[src/rtl/irrigation_timer_controller_if.sv]
// rtl/irrigation_timer_controller_if.sv - control and display signals of the irrigation timer
interface irrigation_timer_controller_if;
  logic       tick_1hz;
  logic       start;
  logic       splinker_mode_on;
  logic       stop_button;
  logic       conflicting_values;
  logic       valve_on;
  logic       sprinkler_active;
  logic       drip_active;
  logic       done;
  logic       aborted;
  logic [1:0] minutes_d;
  logic [3:0] minutes_u;
  logic [2:0] seconds_d;
  logic [3:0] seconds_u;

  modport master (
    output tick_1hz, start, splinker_mode_on, stop_button, conflicting_values,
    input  valve_on, sprinkler_active, drip_active, done, aborted,
    input  minutes_d, minutes_u, seconds_d, seconds_u
  );

  modport slave (
    input  tick_1hz, start, splinker_mode_on, stop_button, conflicting_values,
    output valve_on, sprinkler_active, drip_active, done, aborted,
    output minutes_d, minutes_u, seconds_d, seconds_u
  );
endinterface

[src/rtl/irrigation_timer_controller.sv]
// rtl/irrigation_timer_controller.sv - irrigation run sequencer with BCD mm:ss countdown
module irrigation_timer_controller #(
  parameter int SPRINKLER_MIN = 10,
  parameter int DRIP_MIN      = 25
) (
  input logic                           clock,
  input logic                           reset,
  irrigation_timer_controller_if.slave  io
);

  // Counter is BCD with a two-bit minutes tens digit, so durations cap at 39 minutes.
  generate
    if (SPRINKLER_MIN < 1 || SPRINKLER_MIN > 39) begin : g_bad_sprinkler
      $error("SPRINKLER_MIN must be in 1..39");
    end
    if (DRIP_MIN < 1 || DRIP_MIN > 39) begin : g_bad_drip
      $error("DRIP_MIN must be in 1..39");
    end
  endgenerate

  localparam logic [1:0] SPR_TENS  = 2'(SPRINKLER_MIN / 10);
  localparam logic [3:0] SPR_UNITS = 4'(SPRINKLER_MIN % 10);
  localparam logic [1:0] DRP_TENS  = 2'(DRIP_MIN / 10);
  localparam logic [3:0] DRP_UNITS = 4'(DRIP_MIN % 10);

  typedef enum logic [1:0] {
    S_IDLE = 2'd0,
    S_RUN  = 2'd1,
    S_DONE = 2'd2
  } state_t;

  state_t     state_q, state_d;
  logic       valve_q, valve_d;
  logic       spr_q, spr_d;
  logic       drip_q, drip_d;
  logic       done_q, done_d;
  logic       abort_q, abort_d;
  logic [1:0] md_q, md_d;
  logic [3:0] mu_q, mu_d;
  logic [2:0] sd_q, sd_d;
  logic [3:0] su_q, su_d;

  logic start_ok;
  logic abort_req;
  logic at_one;

  assign start_ok  = io.start & ~io.stop_button & ~io.conflicting_values;
  assign abort_req = io.stop_button | io.conflicting_values;
  assign at_one    = (md_q == 2'd0) && (mu_q == 4'd0) && (sd_q == 3'd0) && (su_q == 4'd1);

  // State and every output are registered together so outputs change only on the edge.
  always_ff @(posedge clock) begin
    if (reset) begin
      state_q <= S_IDLE;
      valve_q <= 1'b0;
      spr_q   <= 1'b0;
      drip_q  <= 1'b0;
      done_q  <= 1'b0;
      abort_q <= 1'b0;
      md_q    <= 2'd0;
      mu_q    <= 4'd0;
      sd_q    <= 3'd0;
      su_q    <= 4'd0;
    end else begin
      state_q <= state_d;
      valve_q <= valve_d;
      spr_q   <= spr_d;
      drip_q  <= drip_d;
      done_q  <= done_d;
      abort_q <= abort_d;
      md_q    <= md_d;
      mu_q    <= mu_d;
      sd_q    <= sd_d;
      su_q    <= su_d;
    end
  end

  // Next state: abort outranks expiry; DONE always falls back to IDLE after one cycle.
  always_comb begin
    state_d = state_q;
    case (state_q)
      S_IDLE: if (start_ok) state_d = S_RUN;
      S_RUN: begin
        if (abort_req)                state_d = S_IDLE;
        else if (io.tick_1hz && at_one) state_d = S_DONE;
      end
      S_DONE:  state_d = S_IDLE;
      default: state_d = S_IDLE;
    endcase
  end

  // Next output values: load on start, BCD count-down on tick, clear on abort/expiry.
  always_comb begin
    valve_d = valve_q;
    spr_d   = spr_q;
    drip_d  = drip_q;
    done_d  = 1'b0;
    abort_d = 1'b0;
    md_d    = md_q;
    mu_d    = mu_q;
    sd_d    = sd_q;
    su_d    = su_q;
    case (state_q)
      S_IDLE: begin
        if (start_ok) begin
          valve_d = 1'b1;
          spr_d   = io.splinker_mode_on;
          drip_d  = ~io.splinker_mode_on;
          md_d    = io.splinker_mode_on ? SPR_TENS : DRP_TENS;
          mu_d    = io.splinker_mode_on ? SPR_UNITS : DRP_UNITS;
          sd_d    = 3'd0;
          su_d    = 4'd0;
        end else begin
          valve_d = 1'b0;
          spr_d   = 1'b0;
          drip_d  = 1'b0;
          md_d    = 2'd0;
          mu_d    = 4'd0;
          sd_d    = 3'd0;
          su_d    = 4'd0;
        end
      end
      S_RUN: begin
        if (abort_req || (io.tick_1hz && at_one)) begin
          valve_d = 1'b0;
          spr_d   = 1'b0;
          drip_d  = 1'b0;
          md_d    = 2'd0;
          mu_d    = 4'd0;
          sd_d    = 3'd0;
          su_d    = 4'd0;
          abort_d = abort_req;
          done_d  = ~abort_req;
        end else if (io.tick_1hz) begin
          if (su_q != 4'd0) begin
            su_d = su_q - 4'd1;
          end else begin
            su_d = 4'd9;
            if (sd_q != 3'd0) begin
              sd_d = sd_q - 3'd1;
            end else begin
              sd_d = 3'd5;
              if (mu_q != 4'd0) begin
                mu_d = mu_q - 4'd1;
              end else begin
                mu_d = 4'd9;
                md_d = md_q - 2'd1;
              end
            end
          end
        end
      end
      default: begin
        valve_d = 1'b0;
        spr_d   = 1'b0;
        drip_d  = 1'b0;
        md_d    = 2'd0;
        mu_d    = 4'd0;
        sd_d    = 3'd0;
        su_d    = 4'd0;
      end
    endcase
  end

  assign io.valve_on         = valve_q;
  assign io.sprinkler_active = spr_q;
  assign io.drip_active      = drip_q;
  assign io.done             = done_q;
  assign io.aborted          = abort_q;
  assign io.minutes_d        = md_q;
  assign io.minutes_u        = mu_q;
  assign io.seconds_d        = sd_q;
  assign io.seconds_u        = su_q;

endmodule

[src/flat_wrapper.sv]
// flat-port wrapper written by rule: the top's interface ports become plain ports
module irrigation_timer_controller_flat 
#(
  parameter int SPRINKLER_MIN = 10,
  parameter int DRIP_MIN      = 25
)
  (clock, reset, io_tick_1hz, io_start, io_splinker_mode_on, io_stop_button, io_conflicting_values, io_valve_on, io_sprinkler_active, io_drip_active, io_done, io_aborted, io_minutes_d, io_minutes_u, io_seconds_d, io_seconds_u);
  irrigation_timer_controller_if io_i ();
  input logic clock;
  input logic reset;
  input wire logic [$bits(io_i.tick_1hz)-1:0] io_tick_1hz;
  input wire logic [$bits(io_i.start)-1:0] io_start;
  input wire logic [$bits(io_i.splinker_mode_on)-1:0] io_splinker_mode_on;
  input wire logic [$bits(io_i.stop_button)-1:0] io_stop_button;
  input wire logic [$bits(io_i.conflicting_values)-1:0] io_conflicting_values;
  output wire logic [$bits(io_i.valve_on)-1:0] io_valve_on;
  output wire logic [$bits(io_i.sprinkler_active)-1:0] io_sprinkler_active;
  output wire logic [$bits(io_i.drip_active)-1:0] io_drip_active;
  output wire logic [$bits(io_i.done)-1:0] io_done;
  output wire logic [$bits(io_i.aborted)-1:0] io_aborted;
  output wire logic [$bits(io_i.minutes_d)-1:0] io_minutes_d;
  output wire logic [$bits(io_i.minutes_u)-1:0] io_minutes_u;
  output wire logic [$bits(io_i.seconds_d)-1:0] io_seconds_d;
  output wire logic [$bits(io_i.seconds_u)-1:0] io_seconds_u;
  assign io_i.tick_1hz = io_tick_1hz;
  assign io_i.start = io_start;
  assign io_i.splinker_mode_on = io_splinker_mode_on;
  assign io_i.stop_button = io_stop_button;
  assign io_i.conflicting_values = io_conflicting_values;
  assign io_valve_on = io_i.valve_on;
  assign io_sprinkler_active = io_i.sprinkler_active;
  assign io_drip_active = io_i.drip_active;
  assign io_done = io_i.done;
  assign io_aborted = io_i.aborted;
  assign io_minutes_d = io_i.minutes_d;
  assign io_minutes_u = io_i.minutes_u;
  assign io_seconds_d = io_i.seconds_d;
  assign io_seconds_u = io_i.seconds_u;
  irrigation_timer_controller #(.SPRINKLER_MIN(SPRINKLER_MIN), .DRIP_MIN(DRIP_MIN)) u_core (.clock(clock), .reset(reset), .io(io_i));
endmodule
[config.mk]
export PLATFORM = sky130hd
export DESIGN_NAME = irrigation_timer_controller_flat
export DESIGN_NICKNAME = d
export VERILOG_FILES = /design/src/rtl/irrigation_timer_controller_if.sv /design/src/rtl/irrigation_timer_controller.sv /design/src/flat_wrapper.sv
export SDC_FILE = /design/constraint.sdc
export NUM_CORES = 1
export LEC_CHECK = 0
export ABC_AREA = 1
export BUFFER_PORTS_ARGS = -buffer_cell sky130_fd_sc_hd__buf_2
export CAP_MARGIN = 20
export CORE_MARGIN = 4
export CORE_UTILIZATION = 47
export CTS_CLUSTER_DIAMETER = 30
export DETAILED_ROUTE_END_ITERATION = 16
export HOLD_SLACK_MARGIN = 0.03
export PLACE_DENSITY_LB_ADDON = 0.05
export SLEW_MARGIN = 20
export SYNTH_ARGS = -nofsm -noshare
export SYNTH_HDL_FRONTEND = slang
export SYNTH_SLANG_ARGS = --single-unit
[constraint.sdc]
create_clock -name clock -period 1.7 [get_ports clock]
set_clock_uncertainty 0.2 [all_clocks]
set_input_delay 0.085 -clock clock [delete_from_list [all_inputs] [get_ports clock]]
set_output_delay 0.085 -clock clock [all_outputs]
set_load 0.05 [all_outputs]
## Word-level counts from Yosys, hierarchy flattened

Index checks and enable logic that the tools add are counted.

- Add/sub/neg operators: 4
- Eq/ne operators: 9
- Multiplexer cells: 29
- Bitwise gates (word level): 10
- Reductions and logical operators: 18

Operators by type and width:

| kind | count |
|---|---|
| 2-to-1 mux 4 bit | 7 |
| 2-to-1 mux 2 bit | 10 |
| != test 3 x 2 -> 1 bit (second input constant) | 4 |
| one-hot mux 2 bit (2 select lines) | 2 |
| one-hot mux 4 bit (2 select lines) | 1 |
| nonzero test 4 bit | 2 |
| subtractor 4 x 1 -> 4 bit (second input constant) | 2 |
| inverter 1 bit | 7 |
| 2-to-1 mux 3 bit | 2 |
| one-hot mux 1 bit (2 select lines) | 3 |
| OR reduction 3 bit | 2 |
| equality test 4 x 1 -> 1 bit (second input constant) | 1 |
| logical AND 1 bit | 4 |
| zero test 2 bit | 2 |
| zero test 4 bit | 1 |
| 2-to-1 mux 1 bit | 4 |
| != test 2 x 1 -> 1 bit (second input constant) | 2 |
| AND reduction 2 bit | 2 |
| AND reduction 4 bit | 1 |
| zero test 3 bit | 1 |
| != test 3 x 1 -> 1 bit (second input constant) | 1 |
| AND reduction 3 bit | 1 |
| nonzero test 3 bit | 1 |
| subtractor 3 x 1 -> 3 bit (second input constant) | 1 |
| 5 further kinds | 6 |

- Register bits: 20
- Input port bits: 7
- Output and inout port bits: 18
- Logic and storage cells: 80

## Logic depth before layout (Yosys ltp)

Gate-level depths: netlist of the first run.

- Word-level depth: 8
- Depth in mapped cells: 11
- Mapped depth without buffers: 11

## Least setup slack after synthesis of the first run

No wires, ideal clock.

- Kind: register to register
- Start: register u_core.mu_q[0], in the netlist u_core.io.minutes_u[0]
- End: register u_core.mu_q[3], in the netlist u_core.io.minutes_u[3]
- Setup time: 0.115 ns
- Arrival time: 1.724 ns
- Data required time: 1.385 ns
- Slack: -0.339 ns
- Cell stages (with the launch flop): 11
- Buffers on the path: 0
- Clock period less this slack: 2.039 ns
- Cells stage by stage: dfxtp_1 -> inv_1 -> ha_1 -> nand3_2 -> nor2_4 -> nand2_4 -> nand3_2 -> nand2_4 -> clkinv_4 -> nor2_1 -> nor2_2

- Word-level cells in the longest chain between the ends: 8
- Elaborated cells between the ends (all ways): 18
- Those cells by class: 1 x add/sub; 3 x eq/ne; 6 x mux; 8 x reduce/logical

Ends and longest elaborated chain:

| element | line | RTL |
|---|---|---|
| start, declared | irrigation_timer_controller.sv:39 | `logic [3:0] mu_q, mu_d;` |
| start signal, assigned | irrigation_timer_controller.sv:72 | `mu_q <= mu_d;` |
| branches (longest 8 deep; another with subtractor 4 x 1 -> 4 bit) | - |  |

Several ways; the timed one is not identified. The select of a mux whose other input is x is not followed.
A chain may end at the register's enable or synchronous reset.

## Worst setup path after layout of the first run

- Start: register u_core.mu_q[0], in the netlist u_core.io.minutes_u[0]
- End: register u_core.md_q[1], in the netlist u_core.io.minutes_d[1]

- Word-level cells in the longest chain between the ends: 8
- Elaborated cells between the ends (all ways): 14
- Those cells by class: 4 x eq/ne; 2 x mux; 8 x reduce/logical

Ends and longest elaborated chain:

| element | line | RTL |
|---|---|---|
| zero test 4 bit | irrigation_timer_controller.sv:49 | `assign at_one = (md_q == 2'd0) && (mu_q == 4'd0) && (sd_q == 3'd0) && (su_q == 4'd1);` |
| logical AND 1 bit (3 in a row) | irrigation_timer_controller.sv:49 |  |
| logical AND 1 bit | irrigation_timer_controller.sv:124 | `if (abort_req \|\| (io.tick_1hz && at_one)) begin` |
| logical OR 1 bit | irrigation_timer_controller.sv:124 |  |
| != test 3 x 2 -> 1 bit (no line) / 2-to-1 mux 2 bit (equally long branches) | - |  |
| AND reduction 4 bit (no line) / one-hot mux 2 bit (2 select lines) (equally long branches) | - |  |
| end signal, assigned | irrigation_timer_controller.sv:71 | `md_q <= md_d;` |
| end, declared | irrigation_timer_controller.sv:38 | `logic [1:0] md_q, md_d;` |

Several ways; a longest one is shown, not always the timed one.

==> impl_metrics.yaml, run 1 <==
outcome:
  status: "complete, no violations"
grt:
  antenna_found_initial: 0
  grt_usage_pct: 16.7
  grt_use_met3_pct: 3.25
  grt_pass1_vias: 1043
  overflow: 0
  grt_pass1_wl_mm: 4.25
  use_met1_pct: 18.9
  top_usage_layer: "met2"
  grt_max_degree: 13
  use_met2_pct: 30.2
yosys:
  synth_seq_cells: 20
  avgSynthCellArea_um2: 7.72
  synth_edf_count: 0
  synthFlopType: "dfxtp_1"
  synth_cell_type_count: 30
  synth_cells: 138
  synth-seq-area-share_pct: 37.6
  synth_fp_nets: 148
  yosysTopAreaCell: "dfxtp_1"
  synth.cell_area_mm2: 0.00106
  synth_top_cells_by_area: "dfxtp_1, nand2_1, nor2_1, inv_1, a21oi_1"
  yosys_warnings: 0
  async_flop_share_pct: 0
  yosysTopAreaCellShare_pct: 37.6
routing:
  drt_first_pass_iters: 4
  drt-vias-per-instance: 4.99
  wl_mm: 2.43
  post-route-drc-count: 0
  wl_per_cell_um: 12.0
  via_count: 1013
  drt_iter0_drc: 17
  detail-route-antenna-nets: 0
power:
  swShare_pct: 24.0
  powerDensity_mw_per_mm2: 647
  total_power_mw: 0.909
  power.net_switching_mw: 0.218
  combPwrFrac_pct: 11.4
  power_frac_clock_pct: 36.2
  peakVddDrop_v: 0.000440
  p_leak_nw: 0.666
  internal_power_mw: 0.691
  power_frac_seq_pct: 52.4
critical_path:
  worstPathMaxFanout: 4
  crit_arrival_ps: 1640
  crit_path_end_kind: "flop"
  crit_type: "reg -> reg"
  cp.required_ps: 1740
  r2r_start: "u_core.io.minutes_u[0]"
  cp-start-kind: "flop"
  crit_start: "u_core.io.minutes_u[0]"
flow_run:
  drv_cap: 0
timing:
  drv_slew: 0
  slew_headroom_pct: 82.2
  fin_crit_sh_pct: 94.1
  whs_ps: 267
  period_minus_slack_ps: 1600
  timing.fmax_ghz: 0.625
  setup_viol: 0
  worstMarginPinSlew_ps: 266
  hold_viol: 0
cts:
  cts_tree: "built"
  clockRootBuffer: "clkbuf_4"
  clk_pin_slew_ps: 110
  cts_made_buffers: 3
  worst_skew_pair.late_latency_ps: 300
  cts_buffer_depth: 2
  cts_sinks: 20
  htree_num_levels: 1
die:
  rows: 16
  die-area_mm2: 0.00309
  die_w_um: 55.6
  io_pins: 25
  fp.coreArea_mm2: 0.00206
  start_util_pct: 51.6
  die-height_um: 55.6
placed_design:
  finalWeightedCongestion: 0.765
  place_hpwl_mm: 1.91
  port_buffers: 24
final_layout:
  syn2layout_area_growth_pct: 32.0
  layout-drive-gt1-share_pct: 44.9
  antenna-diode-count: 0
  regArea_um2: 420
  n_fill_cell: 179
  multi_input_area_um2: 611
  fin_nets: 187
hold_path:
  min-delay-start: "u_core.io.drip_active"
  hp-class: "reg -> reg"
-- cell usage after synthesis (2+ instances only) --
cell type / count
nor2_2: 5
nand4_1: 5
nand2_4: 3
o21ai_1: 2
inv_1: 14
nand3_1: 4
a21oi_2: 2
nor2_1: 18
dfxtp_1: 20
nand2_2: 4
inv_2: 3
a21oi_1: 8
ha_1: 3
nor2_4: 3
nand3_2: 3
nand2_1: 27
-- metal layers --
layer	wire (um)	share of wire, %
met1	1080	45
met2	1250	51
met4	12	0.49
met3	86	3.5
met5	0	0
-- flip-flops by register name, summed over array words and instances, names as in the netlist --
name	cells
u_core.io.minutes_u	4
u_core.io.seconds_u	4
u_core.io.seconds_d	3
u_core.io.minutes_d	2
u_core.state_q	2
u_core.io.aborted	1
u_core.io.done	1
u_core.io.drip_active	1
u_core.io.sprinkler_active	1
u_core.io.valve_on	1
-- power groups by stage --
| stage | sequential, mW | combinational, mW | clock (mW) |
|---|---|---|---|
| after global placement | 0.486 | 0.0856 | 0 |
| after floorplan | 0.503 | 0.0433 | 0 |
| after detailed placement | 0.487 | 0.0869 | 0 |
| after global routing | 0.477 | 0.114 | 0.356 |
| final | 0.476 | 0.104 | 0.329 |
| after CTS | 0.476 | 0.0979 | 0.338 |
-- path summary, 6_finish.rpt --
check / cells past startpoint / slack [ps] / to
worst max-delay path: 9 / 100 / u_core.io.minutes_d[1]
worst min-delay path: 2 / 270 / u_core.io.drip_active
worst max register to register: 9 / 100 / u_core.io.minutes_d[1]
worst min register to register: 2 / 270 / u_core.io.drip_active
-- repair_timing --
item / in CTS / in global routing
endpoints found under the setup margin: 0 / 15
hold buffers: 6 / 0
gates resized for setup: 0 / 7
buffers inserted: 0 / 2
hold endpoints to repair: 13 / 0
-- cells in the final DEF (no fill, tap or decap), types with 4 or more instances in the layout --
master         netlist  layout
dfxtp_1             20       8
nand4_1              5       5
a21oi_1              8       8
nand2_1             27      27
inv_2                3       5
buf_2                0      24
nor2_2               5       7
inv_1               14      12
nand3_1              4       4
dfxtp_2              0      10
nor2_1              18      16
dlygate4sd3_1        0       6
nand2_2              4       4
-- cell families after synthesis --
family                   count (synthesis)  synth area share [%]
adder cells (fa/ha/maj)                  3                  3.53
AND/OR/NAND/NOR                         77                  39.7
AO/OA/AOI/OAI                           18                  10.9
XOR/XNOR                                 1                 0.823
buffers and inverters                   19                  7.40
flip-flops                              20                  37.6
-- final cells by class --
type / instances / area share (%)
inverters: 19 / 5.61
multi-input cells: 99 / 43.5
flip-flops and latches: 20 / 29.9
repair buffers: 34 / 15.2
well taps: 27 / 2.40
clock buffers: 4 / 3.38
-- critical path, cell delays in order (launching register included) --
cell and delay, ps:
dfxtp_4 370, inv_2 100, ha_4 160, nand3_4 80, buf_4 160, o211ai_2 160, nand2_2 100, nand2_1 80
nand2_1 40, nor2_1 90
-- metrics by stage --
| stage | worst slack (ps) | cells | util [%] | TNS, ps | area (um^2) |
|---|---|---|---|---|---|
| finish | 100 | 203 | 68.1 | 0 | 1410 |
| global route | -9.16 | 203 | 68.1 | -9.16 | 1410 |
| CTS | 8.63 | 201 | 66.0 | 0 | 1360 |
| detailed placement | 31.4 | 191 | 60.8 | 0 | 1250 |
| global placement | 113 | 191 | 60.8 | 0 | 1250 |
| floorplan | 0.620 | 138 | - | 0 | 1080 |
No activity file was read; power rests on OpenSTA's default activity.
==> run 2, diff against run 1 <==
- CELL_PAD_IN_SITES_DETAIL_PLACEMENT: default -> 1
- CELL_PAD_IN_SITES_GLOBAL_PLACEMENT: default -> 2
- CORE_UTILIZATION: 47 -> 26
==> run 2 against run 1 <==
Power up 13%. Setup slack worse by 32 ps. Cell count up 13%. Clock-buffer cell count unchanged. Die area up 68%. Critical endpoint is now u_core.io.minutes_u[1]. Largest power group unchanged.
==> impl_metrics.yaml, run 2 (same netlist as run 1, synthesis figures left out) <==
critical_path:
  crit_arrival_ps: 1590
  critPathTopFamily: "simple AND/OR/NAND/NOR gates"
  crit_chain: "inv_4, ha_4, nand3_4, nor2_4, nand2_4, buf_4, nand4_1, nor2_2, nor2_1, nor2_1"
  slowest_delay_ps: 370
  worstPathMaxFanout: 5
  crit_type: "reg -> reg"
  crit_buf_inv: 2
  cp.required_ps: 1660
  cp-start-kind: "flop"
  crit_path_end_kind: "flop"
  cp_slowest_cell: "dfxtp_4"
  path_common_cell: "nor2_1"
cts:
  htree_num_levels: 1
  clk_pin_slew_ps: 80
  clockRootBuffer: "clkbuf_8"
  cts_sinks: 20
  cts_made_buffers: 3
  worst_skew_pair.late_latency_ps: 260
  cts_buffer_depth: 2
  cts_tree: "built"
final_layout:
  regArea_um2: 420
  multi_input_area_um2: 634
  layout_common_cells: "nand2_1, buf_2, nor2_1, dfxtp_2, inv_1"
  layout-drive-gt1-share_pct: 49.2
  instances_no_fill: 229
  n_fill_cell: 467
  syn2layout_area_growth_pct: 43.6
  antenna-diode-count: 0
  fin_nets: 192
  final_common_cell: "nand2_1"
power:
  peakVddDrop_v: 0.000455
  total_power_mw: 1.02
  powerDensity_mw_per_mm2: 669
  p_leak_nw: 0.714
die:
  fp.coreArea_mm2: 0.00380
  die_w_um: 72.0
  rows: 22
  io_pins: 25
  die-area_mm2: 0.00518
  die-height_um: 72.0
  start_util_pct: 28.0
timing:
  drv_slew: 0
  worstMarginPinSlew_ps: 288
  fin_crit_sh_pct: 96.0
  slew_headroom_pct: 80.8
  timing.fmax_ghz: 0.613
  hold_viol: 0
  whs_ps: 129
  period_minus_slack_ps: 1630
  fin_setup_tns_ps: 0
  setup_viol: 0
grt:
  grt_max_degree: 13
  antenna_found_initial: 0
  grt_pass1_vias: 1055
  grt_pass1_wl_mm: 4.92
  overflow: 0
  grt_usage_pct: 12.3
placed_design:
  finalWeightedCongestion: 0.729
  place_hpwl_mm: 2.25
  post-place-cells: 212
  port_buffers: 24
routing:
  drt-vias-per-instance: 4.52
  detail-route-antenna-nets: 0
  post-route-drc-count: 0
  wl_per_cell_um: 13.2
  drt_first_pass_iters: 4
  drt_iter0_drc: 41
  via_count: 1036
  wl_mm: 3.03
outcome:
  status: "complete, no violations"
flow_run:
  drv_cap: 0
hold_path:
  hp-class: "in -> reg"
==> run 2: layout make-up <==
cell class | count | share of cell area, %
clock buffer | 4 | 4.34
tap | 48 | 3.93
multi-input combinational | 99 | 41.5
timing repair buffer | 39 | 17.3
inverter | 19 | 5.48
sequential | 20 | 27.5
==> run 2: worst paths after layout <==
kind,startpoint,endpoint,depth (start not counted),slack [ps]
min reg2reg,u_core.io.sprinkler_active,u_core.io.sprinkler_active,2,260
max,u_core.io.minutes_u[0],u_core.io.minutes_u[1],10,70
min,io_stop_button,u_core.state_q[1],4,130
max reg2reg,u_core.io.minutes_u[0],u_core.io.minutes_u[1],10,70
==> run 2: what timing repair did <==
| action | CTS | global route |
|---|---|---|
| resized for setup | 0 | 21 |
| hold buffers | 6 | 0 |
| buffers inserted | 0 | 8 |
| hold endpoints to repair | 11 | 0 |
| setup endpoints to repair | 0 | 13 |
==> run 2: worst register-to-register path, delay by kind of cell (launching register included) <==
family | cells | cell delay, ps
AND/OR/NAND/NOR | 7 | 590
buffers and inverters | 2 | 230
flip-flops | 1 | 370
adder cells (fa/ha/maj) | 1 | 150
==> run 2: layer usage <==
metal / GRT usage, % / vias up / routed length (um)
met4: 3.97 / 0 / 57
li1: - / 531 / -
met3: 3.60 / 6 / 118
met2: 19.7 / 19 / 1430
met1: 15.7 / 480 / 1430
met5: 0 / - / 0
==> run 2: stage by stage <==
stage                     worst slack (ps)  cell area [um^2]  utilization (%)
after global routing                 -20.3              1530             40.3
after detailed placement              56.6              1280             33.7
after floorplan                      0.620              1080                -
final                                 68.1              1530             40.3
after global placement                80.0              1280             33.7
after CTS                             12.6              1410             37.0
==> run 2: where the power goes <==
part	total [mW]	internal, mW	switching [mW]
registers	0.476	0.471	0.00498
logic	0.116	0.0462	0.0697
clock network	0.431	0.256	0.176
